[config.mk]
export PLATFORM = sky130hd
export DESIGN_NAME = ysyx_210184_if_stage
export DESIGN_NICKNAME = d
export VERILOG_FILES = /design/src/rtl/ysyx_210184_if_stage.sv
export SDC_FILE = /design/constraint.sdc
export NUM_CORES = 1
export LEC_CHECK = 0
export CORE_MARGIN = 2
export CORE_UTILIZATION = 45
export CTS_CLUSTER_DIAMETER = 50
export DETAILED_ROUTE_END_ITERATION = 7
export PLACE_DENSITY = 0.71
export REMOVE_ABC_BUFFERS = 1
export SETUP_SLACK_MARGIN = 0.02
export SLEW_MARGIN = 20
export SYNTH_ARGS = -nofsm -noshare
export SYNTH_HDL_FRONTEND = slang
export SYNTH_SLANG_ARGS = --single-unit
[constraint.sdc]
create_clock -name clk -period 9.7 [get_ports clk]
set_input_delay 1.455 -clock clk [delete_from_list [all_inputs] [get_ports clk]]
set_output_delay 1.455 -clock clk [all_outputs]
set_load 0.02 [all_outputs]
[src/rtl/ysyx_210184_if_stage.sv]
// Instruction-fetch stage: owns the PC, issues one outstanding imem request, registers inst/pc/valid into decode.
// Optional performance counters are enabled by defining YSYX_210184_IF_PERF_EN.

module ysyx_210184_if_stage #(
  parameter logic [63:0] RESET_PC = 64'h0000_0000_8000_0000,
  parameter logic [31:0] NOP_INST = 32'h0000_0013
) (
  input  logic        clk,
  input  logic        rst,
  output logic        if_req_o,
  output logic [63:0] if_addr_o,
  input  logic        if_ready_i,
  input  logic [31:0] if_rdata_i,
  input  logic        stall_i,
  input  logic        flush_i,
  input  logic [63:0] flush_pc_i,
  input  logic        jal_i,
  input  logic [63:0] jal_off_i,
  output logic [31:0] inst_o,
  output logic [63:0] pc_o,
  output logic        inst_valid_o
`ifdef YSYX_210184_IF_PERF_EN
  ,
  output logic [63:0] perf_fetch_cnt_o,
  output logic [63:0] perf_stall_cnt_o
`endif
);

  typedef enum logic [1:0] {
    IDLE,
    FETCH,
    KILL,
    HOLD
  } state_t;

  state_t      r_state;
  logic        r_req;
  logic [63:0] r_pc;
  logic [63:0] r_addr;
  logic [31:0] r_inst;
  logic [63:0] r_pc_o;
  logic        r_valid;
  logic [31:0] r_buf_inst;
  logic [63:0] r_buf_pc;

  logic        w_hs;
  logic        w_jal_take;
  logic        w_redir;
  logic [63:0] w_flush_tgt;
  logic [63:0] w_jal_tgt;
  logic [63:0] w_tgt;

  assign w_hs        = r_req & if_ready_i;
  assign w_jal_take  = jal_i & ~stall_i;
  assign w_redir     = flush_i | w_jal_take;
  assign w_flush_tgt = flush_pc_i & ~64'd3;
  assign w_jal_tgt   = (r_pc_o + jal_off_i) & ~64'd3;
  assign w_tgt       = flush_i ? w_flush_tgt : w_jal_tgt;

  // Fetch control; r_pc is the next PC to fetch, r_addr the address held on the bus.
  always_ff @(posedge clk or posedge rst) begin
    if (rst) begin
      r_state    <= IDLE;
      r_req      <= 1'b0;
      r_pc       <= RESET_PC;
      r_addr     <= RESET_PC;
      r_inst     <= NOP_INST;
      r_pc_o     <= 64'd0;
      r_valid    <= 1'b0;
      r_buf_inst <= NOP_INST;
      r_buf_pc   <= 64'd0;
    end else begin
      case (r_state)
        IDLE: begin
          r_state <= FETCH;
          r_req   <= 1'b1;
          if (flush_i) begin
            r_pc   <= w_flush_tgt;
            r_addr <= w_flush_tgt;
          end else begin
            r_addr <= r_pc;
          end
        end

        FETCH: begin
          if (w_redir) begin
            r_valid <= 1'b0;
            r_inst  <= NOP_INST;
            r_pc    <= w_tgt;
            // A pending request must stay stable; its data is discarded in KILL.
            if (r_req && !if_ready_i) begin
              r_state <= KILL;
            end else begin
              r_addr <= w_tgt;
              r_req  <= 1'b1;
            end
          end else if (w_hs) begin
            if (stall_i) begin
              r_buf_inst <= if_rdata_i;
              r_buf_pc   <= r_addr;
              r_req      <= 1'b0;
              r_state    <= HOLD;
            end else begin
              r_inst  <= if_rdata_i;
              r_pc_o  <= r_addr;
              r_valid <= 1'b1;
              r_pc    <= r_addr + 64'd4;
              r_addr  <= r_addr + 64'd4;
            end
          end else if (!r_req) begin
            r_req  <= 1'b1;
            r_addr <= r_pc;
          end
        end

        KILL: begin
          if (flush_i) begin
            r_pc <= w_flush_tgt;
          end
          if (if_ready_i) begin
            r_state <= FETCH;
            r_addr  <= flush_i ? w_flush_tgt : r_pc;
          end
        end

        HOLD: begin
          if (w_redir) begin
            r_valid <= 1'b0;
            r_inst  <= NOP_INST;
            r_pc    <= w_tgt;
            r_addr  <= w_tgt;
            r_req   <= 1'b1;
            r_state <= FETCH;
          end else if (!stall_i) begin
            r_inst  <= r_buf_inst;
            r_pc_o  <= r_buf_pc;
            r_valid <= 1'b1;
            r_pc    <= r_buf_pc + 64'd4;
            r_addr  <= r_buf_pc + 64'd4;
            r_req   <= 1'b1;
            r_state <= FETCH;
          end
        end

        default: begin
          r_state <= IDLE;
          r_req   <= 1'b0;
        end
      endcase
    end
  end

  assign if_req_o     = r_req;
  assign if_addr_o    = r_addr;
  assign inst_o       = r_inst;
  assign pc_o         = r_pc_o;
  assign inst_valid_o = r_valid;

`ifdef YSYX_210184_IF_PERF_EN
  logic [63:0] r_fetch_cnt;
  logic [63:0] r_stall_cnt;

  // Useful fetches are handshakes in FETCH that are not dropped by a redirect.
  always_ff @(posedge clk or posedge rst) begin
    if (rst) begin
      r_fetch_cnt <= 64'd0;
      r_stall_cnt <= 64'd0;
    end else begin
      if ((r_state == FETCH) && w_hs && !w_redir) begin
        r_fetch_cnt <= r_fetch_cnt + 64'd1;
      end
      if (r_req && !if_ready_i) begin
        r_stall_cnt <= r_stall_cnt + 64'd1;
      end
    end
  end

  assign perf_fetch_cnt_o = r_fetch_cnt;
  assign perf_stall_cnt_o = r_stall_cnt;
`endif

endmodule

Yosys cells after proc, flatten, opt, wreduce, memory -nomap -nowiden
Index checks and enable logic that the tools add are counted.

Register bits: 324. Bits in latches: 0. Bits in writable memories: 0. Bits in read-only memories: 0. Bits of input ports: 166. Output and inout port bits: 162. Memories kept: 0.

Add/sub/neg operators: 3. Multiply operators: 0. Divide/modulo/power cells: 0. $lt $le $gt $ge: 0. Eq/ne operators: 18. Shifts and indexed selects: 0. Muxes and demuxes: 46. Bitwise gates (word level): 5. Reductions and logical operators: 14.

Operator list (count): 64-bit two-way mux (17); 64-bit one-hot mux with 4 select lines (1); 64-bit one-hot mux with 3 select lines (1); 32-bit two-way mux (5); 64-bit by 3-bit adder with 64-bit output (second input constant) (2); 64-bit one-hot mux with 2 select lines (1); 64-bit adder (1); 32-bit one-hot mux with 2 select lines (1); 3-bit != test (second input constant) (6); 2-bit two-way mux (7); 2-bit != test (second input constant) (6); 4-bit != test (second input constant) (3); 4-bit AND reduction (3); 1-bit two-way mux (10); 5-bit AND reduction (2); 2-bit one-hot mux with 4 select lines (1); 6-bit AND reduction (1); 2-bit == test (second input constant) (2); 1-bit one-hot mux with 3 select lines (1); 3-bit AND reduction (1); 3-bit nonzero test (1); 1-bit AND (2); 2-bit by 1-bit == test with 1-bit output (second input constant) (1); 2-bit zero test (1); 8 further kinds (9).

Depth between registers and ports, before layout
Gate-level depths: netlist of run 1.

Word-level depth: 5. Depth in mapped cells: 12. Mapped depth without buffers: 11.

Worst setup path before layout of run 1
OpenSTA, ideal clock, no wires.

Path kind: input -> register. From: input port jal_off_i[4]. To: register r_addr[61] (netlist: if_addr_o[61]). Library setup time: 0.126 ns. Data arrival time: 4.043 ns. Path slack: 5.531 ns. Stages: 11. Buffers on the path: 0. Cells stage by stage: ha_1 a211oi_2 o31ai_2 o221a_2 o21ai_2 or4_4 a211oi_2 o21ai_1 xor2_1 a211oi_2 o32a_1.

Cells in the longest elaborated chain, start to end: 5. Elaborated cells on any way between the ends: 6.

Ends and longest elaborated chain: from (decl) (RTL line 18) `input logic [63:0] jal_off_i,`; 64-bit adder (*) (RTL line 57) `assign w_jal_tgt = (r_pc_o + jal_off_i) & ~64'd3;`; 64-bit two-way mux (*) (RTL line 58) `assign w_tgt = flush_i ? w_flush_tgt : w_jal_tgt;`; 64-bit two-way mux (RTL line 91) `if (r_req && !if_ready_i) begin`; 64-bit two-way mux (RTL line 86) `if (w_redir) begin`; 64-bit one-hot mux with 4 select lines (*) (RTL line 73) `case (r_state)`; to (signal assigned) (RTL line 79) `r_addr <= w_flush_tgt;`; to (signal assigned) (RTL line 81) `r_addr <= r_pc;`; to (signal assigned) (RTL line 94) `r_addr <= w_tgt;`; to (decl) (RTL line 39) `logic [63:0] r_addr;`.

Every way passes the cells marked *; elsewhere a longest branch is shown, timed or not. The select of a mux whose other input is x is not followed. A chain may end at the register's enable or synchronous reset.

Worst setup path in the final report of run 1
From: input port jal_off_i[2]. To: register r_pc[59].

Cells in the longest elaborated chain, start to end: 4. Elaborated cells on any way between the ends: 5.

Ends and longest elaborated chain: 64-bit adder (*) (RTL line 57); 64-bit two-way mux (*) (RTL line 58); 64-bit two-way mux (on tied branches) (RTL line 127, 86); 64-bit one-hot mux with 3 select lines (*) (RTL line 73); to (signal assigned) (RTL line 78) `r_pc <= w_flush_tgt;`; to (signal assigned) (RTL line 130) `r_pc <= w_tgt;`; to (signal assigned) (RTL line 138) `r_pc <= r_buf_pc + 64'd4;`; to (decl) (RTL line 38) `logic [63:0] r_pc;`.

Every way passes the cells marked *; elsewhere a longest branch is shown, timed or not.

==> reports/metrics.yaml, run 1 <==
run_status:
  status: "finished clean"
synth:
  ys_seq_area_share_pct: 33.94
  synthTopCellsByArea: "dfrtp_1, o21ai_0, mux2i_1"
  syn_inst: 2860
  synth-edff-count: 0
  synth_compound_area_share_pct: 24.68
  synthXorXnorAreaFrac_pct: 6.115
  synth.area.mux_share_pct: 11.37
  yosys.area_share.simple_pct: 16.51
  yosysTopAreaCell: "dfrtp_1"
  yosys_warnings: 0
  synthAdderAreaFrac_pct: 3.557
  ys_seq_elements: 324
  yosysUniqueCellTypes: 86
  synthArstFlopShare_pct: 100.0
  synth_area_sq_mm: 0.02392
  synth_top_family_by_area: "compound AO/OA/AOI/OAI gates"
  synth_flop_cell: "dfrtp_1"
  syn_area_per_cell_sq_um: 8.363
  synth_top_cell_area_share_pct: 33.06
place:
  place_congestion: 0.9944
  dp_hpwl_microns: 66120
  portBuffers: 325
  place_area_sq_mm: 0.02766
setup_path:
  slowest_stage: "o41ai_2"
  worst_path_largest_cell_delay_ps: 650
  rr_startpoint: "r_state[1]$_DFFE_PP0P_"
  endpoint_kind: "flop"
  critPathKind: "input port to flop"
  crit_chain: "clkdlybuf4s50_1 -> ha_1 -> nand4_1 -> a21boi_2 -> a31oi_1 -> o41ai_2 -> o211ai_1 -> a21oi_1 -> mux2_2 -> nor2_1 -> o211ai_1 -> o22a_1"
  crit_required_ps: 10190
  crit_top_cell: "o211ai_1"
  timing.rr.end: "if_addr_o[61]$_DFFE_PP0P_"
  r2r_cells: 10
  regToRegSetupSlack_ps: 5090
  path_max_fanout: 5
  cp.arrival_ps: 5680
  startpoint_type: "input port"
timing:
  max_freq_mhz: 192.4
  rsz0062_at_grt: "no"
  setup_viol: 0
  finalCriticalPeriod_ps: 5199
  slew_viol_final: 0
  worstMarginPinSlew_ps: 1299
  tns_ps: 0
  finClkSkew_ps: 23.30
  hold_viol: 0
  finalCritPeriodShare_pct: 53.60
  relSlewSlack_pct: 12.75
die:
  io_pins: 328
  coreArea_sq_mm: 0.05255
  fp.dieW_microns: 234.5
  die_y_microns: 234.5
  start_util_pct: 45.51
  rows: 84
  dieArea_sq_mm: 0.05501
clock_tree:
  cts_sinks: 324
  cts_tree: "yes"
  numCtsBuffers: 46
  cts_resized: 0
  post_cts_buffers: 0
  clk_pin_slew_worst_paths_ps: 60
  htree_levels: 2
  ctsLongestPathBuffers: 3
  clk_latency_ps: 600
  cts_hold_buffers: 0
  cts_root_buffer: "clkbuf_16"
final_layout:
  final_area_sq_mm: 0.02927
  drive_gt1_share_pct: 9.272
  syn2layout_area_growth_pct: 22.39
  nets: 3304
detailed_routing:
  wirelength_microns: 97130
  vias: 24950
  routedWlPerCell_microns: 25.59
  dr.pass1.iters: 6
  viasPerCell: 6.574
  drc: 0
  ant_nets: 0
  drtIter0Drc: 3378
global_route:
  track_usage_pct: 34.38
  grt_max_degree: 127
  grt_pass1_vias: 24210
  grt_antenna_before_repair: 8
  grt_pass1_wl_microns: 144500
  gr-total-overflow: 0
pwr:
  powerDensity_mw_per_mm2: 360.8
  switching_share_pct: 48.01
  pwr-share-seq_pct: 27.4
  leakage_nw: 11.84
  comb_power_share_pct: 55.6
  peakVddDrop_mv: 0.2263
  p_sw_mw: 5.070
  clkPwrFrac_pct: 17.0
  p_int_mw: 5.492
job:
  max-cap-violations: 0
hold_path:
  worstHoldStart: "inst_o[30]$_DFFE_PP0P_"
  hold-path-cell-count: 2
  hold_end: "inst_o[30]$_DFFE_PP0P_"
  hp-class: "flop to flop"
-- cells by family (layout without fill, tap and decap cells) --
group                      count (synthesis)  count (layout)
adders and majority gates                 68              68
xor gates and xnor gates                 167             167
and+or+nand+nor                          868             868
other                                      0               1
muxes                                    257             257
DFF                                      324             324
AOI/OAI and AO/OA                        936             936
buffers and inverters                    240             486
-- critical path, delay by kind of cell --
family | cells | cell delay (ps)
AND/OR/NAND/NOR | 2 | 470
buffers and inverters | 1 | 400
AO/OA/AOI/OAI | 7 | 2610
adder cells (fa/ha/maj) | 1 | 330
multiplexers | 1 | 400
-- power by group through the flow --
stage	Clock [mW]	Sequential, mW	Combinational, mW
detailed placement	0	2.88	5.70
CTS	1.82	2.86	5.74
finish	1.80	2.90	5.87
floorplan	0	2.95	3.51
global route	1.88	2.97	6.27
global placement	0	2.84	5.56
-- per-layer routing --
metal	GRT usage (%)	vias to the layer above	wire length, microns
met5	0	-	83
met4	18.65	14	5397
met1	44.32	12100	38060
met2	52.77	1581	42960
met3	8.842	350	10630
li1	-	10900	-
-- sequential cells by signal, indices dropped and copies added (netlist names) --
| signal | cells |
|---|---|
| pc_o | 64 |
| r_pc | 64 |
| if_req_o | 1 |
| inst_valid_o | 1 |
| r_buf_inst | 32 |
| r_buf_pc | 64 |
| inst_o | 32 |
| r_state | 2 |
| if_addr_o | 64 |
-- cell type report --
class | instances | area, sq um
diodes | 1 | 2.502
clock buffers | 63 | 1306
clock inverters | 21 | 301.5
fillers | 4731 | 23280
inverters | 39 | 153.9
multi-input cells | 2296 | 14980
flip-flops and latches | 324 | 8118
well taps | 688 | 860.8
repair buffers | 363 | 3548
-- Yosys cell counts (20+ instances only) --
library cell,instances
nor2_1,235
mux2i_1,139
nor3_1,47
a21boi_0,22
clkbuf_1,174
a211oi_1,24
o221ai_1,30
xnor2_1,86
nand2b_1,20
ha_1,68
a21oi_1,236
a22oi_1,20
o22ai_1,35
o21a_1,24
nand2_1,337
nand3_1,75
o31ai_1,21
a31oi_1,24
dfrtp_1,316
mux2_2,118
xor2_1,81
and3_1,29
a21o_1,36
nand4_1,50
inv_1,38
o21ai_0,281
o211ai_1,35
-- worst max-delay path by stage --
stage / startpoint / to / cells past startpoint
2_1_floorplan: rst / if_addr_o[0]$_DFFE_PP0P_ / 1
3_3_place_gp: jal_off_i[2] / r_pc[59]$_DFFE_PP0P_ / 12
3_5_place_dp: jal_off_i[2] / r_pc[59]$_DFFE_PP0P_ / 12
5_1_grt: jal_off_i[2] / r_pc[59]$_DFFE_PP0P_ / 12
6_report: jal_off_i[2] / r_pc[59]$_DFFE_PP0P_ / 12
4_1_cts: jal_off_i[2] / r_pc[59]$_DFFE_PP0P_ / 12
-- layout by cell type, fill, tap and decap left out, types with 19 or more instances in the layout --
cell type / n
nand2_1: 333
clkdlybuf4s50_1: 324
dfrtp_1: 316
o21ai_0: 280
a21oi_1: 235
nor2_1: 227
mux2i_1: 139
mux2_2: 118
xnor2_1: 86
xor2_1: 81
nand3_1: 75
ha_1: 66
nand4_1: 50
clkbuf_16: 47
nor3_1: 46
buf_4: 38
inv_1: 37
a21o_1: 36
o22ai_1: 35
o211ai_1: 35
o221ai_1: 30
and3_1: 29
a31oi_1: 24
o21a_1: 24
a211oi_1: 24
a21boi_0: 22
o31ai_1: 21
nand2b_1: 20
a22oi_1: 20
and4_1: 19
o21bai_1: 19
-- metrics by stage --
| step | cells | utilization (%) | power (mW) | setup slack [ps] | hold WS (ps) |
|---|---|---|---|---|---|
| 2_1_floorplan | 2659 | - | 6.456 | -711.4 | 457.7 |
| 3_3_place_gp | 3710 | 52.62 | 8.398 | 4207 | 464.2 |
| 3_5_place_dp | 3710 | 52.63 | 8.576 | 4109 | 470.2 |
| 4_1_cts | 3794 | 55.69 | 10.41 | 4709 | 483.6 |
| 5_1_grt | 3794 | 55.70 | 11.12 | 4467 | 500.0 |
| 6_report | 3795 | 55.70 | 10.56 | 4501 | 479.9 |
No activity file was read; power rests on OpenSTA's default activity.
==> inputs of run 2 (changes only) <==
--- a/config.mk
+++ b/config.mk
@@ -9,7 +9,7 @@
 export CORE_UTILIZATION = 45
 export CTS_CLUSTER_DIAMETER = 50
 export DETAILED_ROUTE_END_ITERATION = 7
-export PLACE_DENSITY = 0.71
+export PLACE_DENSITY = 0.69
 export REMOVE_ABC_BUFFERS = 1
 export SETUP_SLACK_MARGIN = 0.02
 export SLEW_MARGIN = 20
==> constraint.sdc (replaced) <==
create_clock -name clk -period 5.2 [get_ports clk]
set_input_delay 0.78 -clock clk [delete_from_list [all_inputs] [get_ports clk]]
set_output_delay 0.78 -clock clk [all_outputs]
set_load 0.02 [all_outputs]
==> run 2 against run 1 <==
Effect of this change:
- count of clock-buffer cells in the layout down 3
- via count rose by 0.64%
- routed wire length rose by 0.83%
- first-iteration DRC count decreased by 7.4%
- sequential share of layout area is 0.25 points lower
- cell count is 0.53% higher
- critical path depth is the same
- utilization increased by 0.50 points
==> reports/metrics.yaml, run 2 (same netlist as run 1, synthesis figures left out) <==
setup_path:
  r2r_cells: 11
  rr_startpoint: "pc_o[2]$_DFFE_PP0P_"
  cp.arrival_ps: 4650
  critPathKind: "input port to flop"
  path_max_fanout: 5
  critical_path.top_delay_family: "compound AO/OA/AOI/OAI gates"
  critical_path_buf_inv_count: 1
  worst_path_largest_cell_delay_ps: 690
  regToRegSetupSlack_ps: 1150
  crit_required_ps: 5640
  slowest_stage: "a2111oi_1"
  endpoint_kind: "flop"
  crit_chain: "clkdlybuf4s50_1 -> ha_1 -> nand4_1 -> a21boi_2 -> o21ai_0 -> a311oi_2 -> o21ai_1 -> a2111oi_1 -> o21a_1 -> o21ai_1 -> a221oi_1 -> a221oi_1"
  timing.rr.end: "if_addr_o[60]$_DFFE_PP0P_"
  startpoint_type: "input port"
place:
  portBuffers: 325
  place_congestion: 1.014
  place_area_sq_mm: 0.02787
  pre_cts_slack_ps: 550.0
  dp_hpwl_microns: 67600
die:
  fp.dieW_microns: 234.5
  dieArea_sq_mm: 0.05501
  coreArea_sq_mm: 0.05255
  start_util_pct: 45.51
  io_pins: 328
  die_y_microns: 234.5
  rows: 84
detailed_routing:
  ant_nets: 0
  wirelength_microns: 97930
  vias: 25110
  drc: 0
  routedWlPerCell_microns: 25.67
  drtIter0Drc: 3129
  dr.pass1.iters: 8
  viasPerCell: 6.581
timing:
  tns_ps: 0
  relSlewSlack_pct: 19.84
  hold_viol: 0
  max_freq_mhz: 237.3
  worstMarginPinSlew_ps: 1196
  finalCriticalPeriod_ps: 4215
  fin_ws_ps: 985.1
  finClkSkew_ps: 33.10
  slew_viol_final: 0
  rsz0062_at_grt: "no"
  setup_viol: 0
  finalCritPeriodShare_pct: 81.05
clock_tree:
  cts_resized: 0
  cts_root_buffer: "clkbuf_16"
  clk_latency_ps: 620
  cts_tree: "yes"
  ctsLongestPathBuffers: 3
  post_cts_buffers: 0
  cts_sinks: 324
  numCtsBuffers: 50
  cts_hold_buffers: 0
  htree_levels: 2
  clk_pin_slew_worst_paths_ps: 60
global_route:
  grt_pass1_vias: 24510
  gr-total-overflow: 0
  grt_pass1_wl_microns: 146200
  grt_antenna_before_repair: 7
  grt_max_degree: 106
  track_usage_pct: 34.74
hold_path:
  worstHoldStart: "inst_o[21]$_DFFE_PP0P_"
  hp-class: "flop to flop"
  hold-path-cell-count: 2
  hold_end: "inst_o[21]$_DFFE_PP0P_"
pwr:
  peakVddDrop_mv: 0.3425
  p_total_mw: 19.86
  powerDensity_mw_per_mm2: 672.4
  leakage_nw: 11.97
final_layout:
  final_common_cell: "nand2_1"
  syn2layout_area_growth_pct: 23.48
  nets: 3323
  final_area_sq_mm: 0.02953
  drive_gt1_share_pct: 9.789
  final_cell_mix: "nand2_1, clkdlybuf4s50_1, dfrtp_1"
run_status:
  status: "finished clean"
job:
  max-cap-violations: 0
## run 2: cell count changes in the layout (fill, tap and decap cells not counted), moves of 3 or more
| cell | change |
|---|---|
| clkbuf_8 | -5 |
| clkbuf_16 | +3 |
| nor2_1 | +3 |
| buf_12 | +7 |
| clkinv_2 | +4 |
| buf_4 | +8 |
## run 2: layer usage
metal  up-vias  global-route usage [%]  wire length, microns
li1      10950                       -                     -
met1     12140                   45.39                 38410
met2      1631                   52.83                 42710
met3       379                   8.503                 11000
met4        12                   18.99                  5733
met5         -                       0                    78
## run 2: how the worst max path moves through the flow
stage | depth (start not counted) | start | to | slack, ps
2_1_floorplan | 1 | rst | if_addr_o[0]$_DFFE_PP0P_ | -4540
3_3_place_gp | 12 | jal_off_i[2] | if_addr_o[60]$_DFFE_PP0P_ | 570
3_5_place_dp | 12 | jal_off_i[2] | if_addr_o[60]$_DFFE_PP0P_ | 550
4_1_cts | 12 | jal_off_i[2] | if_addr_o[60]$_DFFE_PP0P_ | 1170
5_1_grt | 12 | jal_off_i[9] | if_addr_o[60]$_DFFE_PP0P_ | 810
6_report | 12 | jal_off_i[2] | if_addr_o[60]$_DFFE_PP0P_ | 990
## run 2: report_power, final
| group | switching, mW | total (mW) | internal, mW |
|---|---|---|---|
| Combinational | 6.54 | 11.0 | 4.50 |
| Sequential | 1.65 | 5.40 | 3.75 |
| Clock | 1.39 | 3.42 | 2.03 |
## run 2: metrics by stage
stage,utilization [%],cells,hold slack (ps)
3_3_place_gp,53.02,3725,460.0
5_1_grt,56.20,3815,510.4
2_1_floorplan,-,2659,457.7
4_1_cts,56.20,3814,487.3
6_report,56.20,3815,483.8
3_5_place_dp,53.04,3725,474.2
## run 2: worst min-delay path: cells and delay by family (launching register included)
family / cells / cell delay, ps
compound gates: 1 / 60
flops: 1 / 340
simple gates: 1 / 50
## run 2: cell type report
type                            count  area (sq um)
Sequential cell                   324          8118
Timing Repair Buffer              378          3749
Clock buffer                       60          1309
Multi-Input combinational cell   2296         14990
Fill cell                        4786         23020
Tap cell                          688         860.8
Antenna cell                        1         2.502
Clock inverter                     29         351.6
Inverter                           39         153.9
